### config.mk
export PLATFORM = sky130hd
export DESIGN_NAME = hold_slice
export DESIGN_NICKNAME = d
export VERILOG_FILES = /design/src/rtl/hold_slice.sv
export SDC_FILE = /design/constraint.sdc
export NUM_CORES = 1
export LEC_CHECK = 0
export CAP_MARGIN = 20
export CORE_UTILIZATION = 49
export CTS_BUF_LIST = sky130_fd_sc_hd__clkbuf_16
export DETAILED_ROUTE_END_ITERATION = 7
export MAX_ROUTING_LAYER = met4
export PLACE_DENSITY = 0.78
export SLEW_MARGIN = 20
export SYNTH_ARGS = -nofsm -noshare
export SYNTH_HDL_FRONTEND = slang
export SYNTH_SLANG_ARGS = --single-unit
### constraint.sdc
create_clock -name clk -period 2.2 [get_ports clk]
set_clock_uncertainty 0.2 [all_clocks]
set_input_delay 0.33 -clock clk [delete_from_list [all_inputs] [get_ports clk]]
set_output_delay 0.33 -clock clk [all_outputs]
set_load 0.01 [all_outputs]
### src/rtl/hold_slice.sv
// hold_slice: single-clock valid/ready register slice with a two-entry skid
// buffer. Both handshake directions are registered:
//   - in_ready depends only on the slice state, never on out_ready.
//   - out_valid and out_data come straight from flops.
// While out_valid is high and out_ready is low, out_data is held stable.
// A saturating counter tracks the stall cycles (out_valid && !out_ready).
//
// Parameters: WIDTH (data bits), CNT_W (stall counter bits)
// Ports:
//   clk, rst_n            clock, asynchronous active-low reset
//   in_valid/in_ready     upstream handshake
//   in_data               upstream data
//   out_valid/out_ready   downstream handshake
//   out_data              head entry (the main register)
//   stall_clr             synchronous clear of stall_cnt (wins over increment)
//   stall_cnt             saturating stall cycle count
// Optional: define HOLD_SLICE_ASSERT_EN to compile in interface assertions.
module hold_slice #(
  parameter int WIDTH = 8,
  parameter int CNT_W = 8
) (
  input  logic             clk,
  input  logic             rst_n,
  input  logic             in_valid,
  output logic             in_ready,
  input  logic [WIDTH-1:0] in_data,
  output logic             out_valid,
  input  logic             out_ready,
  output logic [WIDTH-1:0] out_data,
  input  logic             stall_clr,
  output logic [CNT_W-1:0] stall_cnt
);

  typedef enum logic [1:0] {
    EMPTY = 2'd0,
    ONE   = 2'd1,
    TWO   = 2'd2
  } state_e;

  state_e           state_q, state_d;
  logic [WIDTH-1:0] main_q, main_d;
  logic [WIDTH-1:0] skid_q, skid_d;
  logic [CNT_W-1:0] stall_q, stall_d;
  logic             in_fire, out_fire, stall;

  assign out_valid = (state_q != EMPTY);
  assign in_ready  = (state_q != TWO);
  assign out_data  = main_q;
  assign stall_cnt = stall_q;

  assign in_fire  = in_valid && in_ready;
  assign out_fire = out_valid && out_ready;
  assign stall    = out_valid && !out_ready;

  always_comb begin
    state_d = state_q;
    main_d  = main_q;
    skid_d  = skid_q;
    case (state_q)
      EMPTY: begin
        if (in_fire) begin
          state_d = ONE;
          main_d  = in_data;
        end
      end
      ONE: begin
        if (in_fire && out_fire) begin
          main_d = in_data;
        end else if (in_fire) begin
          // Head is still waiting downstream; park the newer beat in skid.
          state_d = TWO;
          skid_d  = in_data;
        end else if (out_fire) begin
          state_d = EMPTY;
        end
      end
      TWO: begin
        // in_ready is low here, so only the drain case exists.
        if (out_fire) begin
          state_d = ONE;
          main_d  = skid_q;
        end
      end
      default: state_d = EMPTY;
    endcase
  end

  always_comb begin
    stall_d = stall_q;
    if (stall_clr)
      stall_d = '0;
    else if (stall && (stall_q != '1))
      stall_d = stall_q + CNT_W'(1);
  end

  always_ff @(posedge clk or negedge rst_n) begin
    if (!rst_n) begin
      state_q <= EMPTY;
      main_q  <= '0;
      skid_q  <= '0;
      stall_q <= '0;
    end else begin
      state_q <= state_d;
      main_q  <= main_d;
      skid_q  <= skid_d;
      stall_q <= stall_d;
    end
  end

`ifdef HOLD_SLICE_ASSERT_EN
  a_out_hold: assert property (@(posedge clk) disable iff (!rst_n)
      out_valid && !out_ready |=> $stable(out_data) && out_valid)
    $info("%0t hold_slice: output held during stall", $time);
  else
    $error("%0t hold_slice: out_data/out_valid changed during stall", $time);

  a_ready_drop: assert property (@(posedge clk) disable iff (!rst_n)
      !in_ready |=> !out_ready || out_valid)
    $info("%0t hold_slice: ready drop consistent", $time);
  else
    $error("%0t hold_slice: in_ready low without pending output", $time);

  a_up_stable: assert property (@(posedge clk) disable iff (!rst_n)
      in_valid && !in_ready |=> $stable(in_data))
    $info("%0t hold_slice: upstream data held", $time);
  else
    $error("%0t hold_slice: upstream changed in_data while blocked", $time);
`endif

endmodule
==> out/qor.txt <==
OUTCOME
---------------------------------------------------------------------------------------
Run status ............................................................... finished, final reports clean

SETUP PATH
---------------------------------------------------------------------------------------
Highest fanout seen on the critical path .................................            9
Worst endpoint required time .............................................      1670 ps
Number of buffer and inverter stages on the critical path ................            2
Crit Path Class .......................................................... flop to output pin
CP max stage cell ........................................................ sky130_fd_sc_hd__dfrtp_1
Category of the worst setup path launch point ............................         flop
Arr. time, crit path .....................................................      1620 ps
Kind of cell adding the most delay to the critical path .................. buffers and inverters
Crit. End Element ........................................................   output pin
Critical path cell sequence .............................................. nor2b_1 > inv_1 > clkdlybuf4s50_1
Worst stage delay on the critical path ...................................       480 ps

POWER AND IR DROP
---------------------------------------------------------------------------------------
Switching Power ..........................................................       389 µW
Switch share .............................................................        0.258
Combinational power share ................................................        0.285
Power per cell area ......................................................   841 nW/µm²
Maximum resistive drop on vdd ............................................       776 µV
P_leak ...................................................................     0.739 nW
Share of power burned in registers .......................................        0.450
Clock network fraction of total power ....................................        0.265
Internal power ...........................................................      1.12 mW

PLACEMENT
---------------------------------------------------------------------------------------
HPWL Detailed ............................................................      1.93 mm
Placed instance count ....................................................          168
Minimum setup slack after placement ......................................      27.8 ps
Number of input and output port buffers inserted .........................           30
Placer congestion estimate ...............................................        0.884

CLOCK NETWORK
---------------------------------------------------------------------------------------
Count of instances resized after the clock tree is built .................            0
Clk sink count ...........................................................           26
Clock slew seen by the registers of the worst setup and hold paths .......        60 ps
TritonCTS clock tree .....................................................         done
Root Buffer Master ....................................................... sky130_fd_sc_hd__clkbuf_16
Clock latency reported for the late side of the worst-skew pair ..........       260 ps
Maximum clock path buffer count ..........................................            2
CTS hold repair buffers ..................................................            0
Maximum level of the CTS H-tree ..........................................            1
Cts bufs inserted ........................................................            3
Setup Buffers After CTS ..................................................            0

LAYOUT
---------------------------------------------------------------------------------------
Final net count ..........................................................          157
Most frequent standard cell in the layout excluding fill and tap cells ... sky130_fd_sc_hd__clkdlybuf4s50_1
Fraction of layout cells with a size suffix above 1 ......................        0.204
Area overhead of the layout relative to synthesis ........................        30.4%
Final Non-Filler Cells ...................................................          172
Most used cells in the layout excluding fill and tap cells ............... 30 x sky130_fd_sc_hd__clkdlybuf4s50_1, 26 x sky130_fd_sc_hd__dfrtp_1, 11 x sky130_fd_sc_hd__mux2_1, 8 x sky130_fd_sc_hd__mux2_4, 8 x sky130_fd_sc_hd__mux2_2
Diode insertion count for antenna repair .................................            0

GLOBAL ROUTING
---------------------------------------------------------------------------------------
Pin count of the biggest net entering global routing .....................           27
Overflow left after global routing .......................................            0
Wire length of the first global-routing pass .............................      4.39 mm
Number of global-route vias before repair ................................          988
Antenna violations before repair .........................................            0
Total track usage ........................................................        0.218

TIMING
---------------------------------------------------------------------------------------
Period utilisation layout ................................................        0.976
Slew at the pin with the worst max-slew slack ............................       412 ps
RSZ-0062 raised after global routing .....................................        false
Slew margin rel. .........................................................        0.724
Final worst slack ........................................................      53.7 ps
Maximum clock frequency ..................................................      466 MHz
Number of max-slew violations in the final report ........................            0
Number of hold violations in the final report ............................            0
Hold Worst Slack .........................................................       235 ps
Endpoints failing setup ..................................................            0
Total Negative Setup Slacks ..............................................         0 ps
Clock period minus worst slack ...........................................      2150 ps

DIE
---------------------------------------------------------------------------------------
Area of the core .........................................................     2570 µm²
Die Span Y ...............................................................      54.9 µm
Effective utilization at floorplan .......................................        0.534
Die area .................................................................     3010 µm²
Number of top-level design ports .........................................           31
# rows ...................................................................           18
Die boundary width .......................................................      54.9 µm

JOB
---------------------------------------------------------------------------------------
Max cap viols ............................................................            0

SYNTHESIS
---------------------------------------------------------------------------------------
Flip-flop and latch count after synthesis ................................           26
Syn avg cell area ........................................................     12.5 µm²
Distinct cells, synth ....................................................           35
Post-Synthesis Cells .....................................................          110
Sequential fraction of the synthesis area ................................        0.474
Total nets after synthesis ...............................................          124
Netlist area before placement ............................................     1370 µm²
Warning count from the yosys run .........................................            0

ROUTE
---------------------------------------------------------------------------------------
DR vias ..................................................................          962
Number of remaining DRC errors ...........................................            0
Wirelength per Cell ......................................................      15.4 µm
Antenna Nets Post-Route ..................................................            0
Vias per cell ............................................................         5.59
Overall routed net length ................................................      2.64 mm
Number of violations reported at the end of detailed-routing iteration 0 .           17
Number of iterations in the first detailed-routing pass ..................            4

MIN PATH
---------------------------------------------------------------------------------------
Worst hold path type ..................................................... input pin to asynchronous set/reset pin

power by group through the flow:
stage | Clock (mW) | Sequential [mW] | Combinational (mW)
6_report | 0.399 | 0.677 | 0.428
5_1_grt | 0.427 | 0.694 | 0.463
4_1_cts | 0.409 | 0.678 | 0.435
3_5_place_dp | 0 | 0.688 | 0.434
3_3_place_gp | 0 | 0.676 | 0.421
2_1_floorplan | 0 | 0.692 | 0.218
metrics by stage:
step           utilization  cell area (µm²)  total power [mW]
3_3_place_gp         0.666             1710              1.10
2_1_floorplan            -             1370             0.910
6_report             0.696             1790              1.50
4_1_cts              0.696             1790              1.52
5_1_grt              0.696             1790              1.58
3_5_place_dp         0.666             1710              1.12
layout make-up:
cell class,count,area (µm²)
Tap cell,30,37.5
Sequential cell,26,651
Clock buffer,3,75.1
Clock inverter,1,3.75
Fill cell,210,779
Timing Repair Buffer,34,343
Multi-Input combinational cell,75,667
Inverter,3,11.3
cells by family (layout without fill, tap and decap cells):
family	Yosys count	after routing	synth area share
AOI/OAI and AO/OA	18	18	0.105
DFF	26	26	0.474
and+or+nand+nor	27	27	0.114
buffers and inverters	9	41	0.0392
muxes	29	29	0.258
adders and majority gates	1	1	0.00912
Yosys cell counts, drive strengths merged:
master  instances  area share
nor3            1      0.0036
nand2b          3       0.014
nand3           2      0.0073
nand3b          1      0.0055
buf             4       0.026
o21ba           1      0.0073
o22ai           1      0.0046
o21bai          1      0.0082
nand4           1      0.0046
a311oi          1      0.0064
a31oi           1      0.0046
or2             1      0.0046
and4            1      0.0064
a21oi           6       0.022
and3            2      0.0091
inv             3      0.0082
nand2           2      0.0055
clkbuf          2      0.0055
nor2b           6       0.029
mux2           27        0.24
mux2i           2       0.015
o21ai           1       0.012
and2            1      0.0046
dfrtp          26        0.47
o31a            1      0.0064
a41oi           1       0.012
a211oi          4       0.022
ha              1      0.0091
nor4            2      0.0091
nor2            4       0.011
layer usage:
metal,share of wire,vias up,GRT usage
met3,0.045,4,0.0492
li1,-,466,-
met4,0.011,0,0.0750
met1,0.46,466,0.273
met5,0,-,-
met2,0.48,26,0.349
state kept, by name (all words and copies together), names as in the netlist:
register	count
out_data	8
state_q	2
stall_cnt	8
skid_q	8
path summary, 6_finish.rpt:
check	from	end	slack, ps	cells after the start
worst min-delay path	rst_n	out_data[5]$_DFFE_PN0P_	240	2
min in group clk	skid_q[0]$_DFFE_PN0P_	skid_q[0]$_DFFE_PN0P_	290	1
worst max-delay path	state_q[1]$_DFFE_PN0P_	in_ready	50	3
worst max register to register	state_q[1]$_DFFE_PN0P_	out_data[3]$_DFFE_PN0P_	310	4
worst min register to register	skid_q[0]$_DFFE_PN0P_	skid_q[0]$_DFFE_PN0P_	290	1
max in group asynchronous	rst_n	stall_cnt[6]$_DFFE_PN0P_	1310	2
No activity file was read; power rests on OpenSTA's default activity.
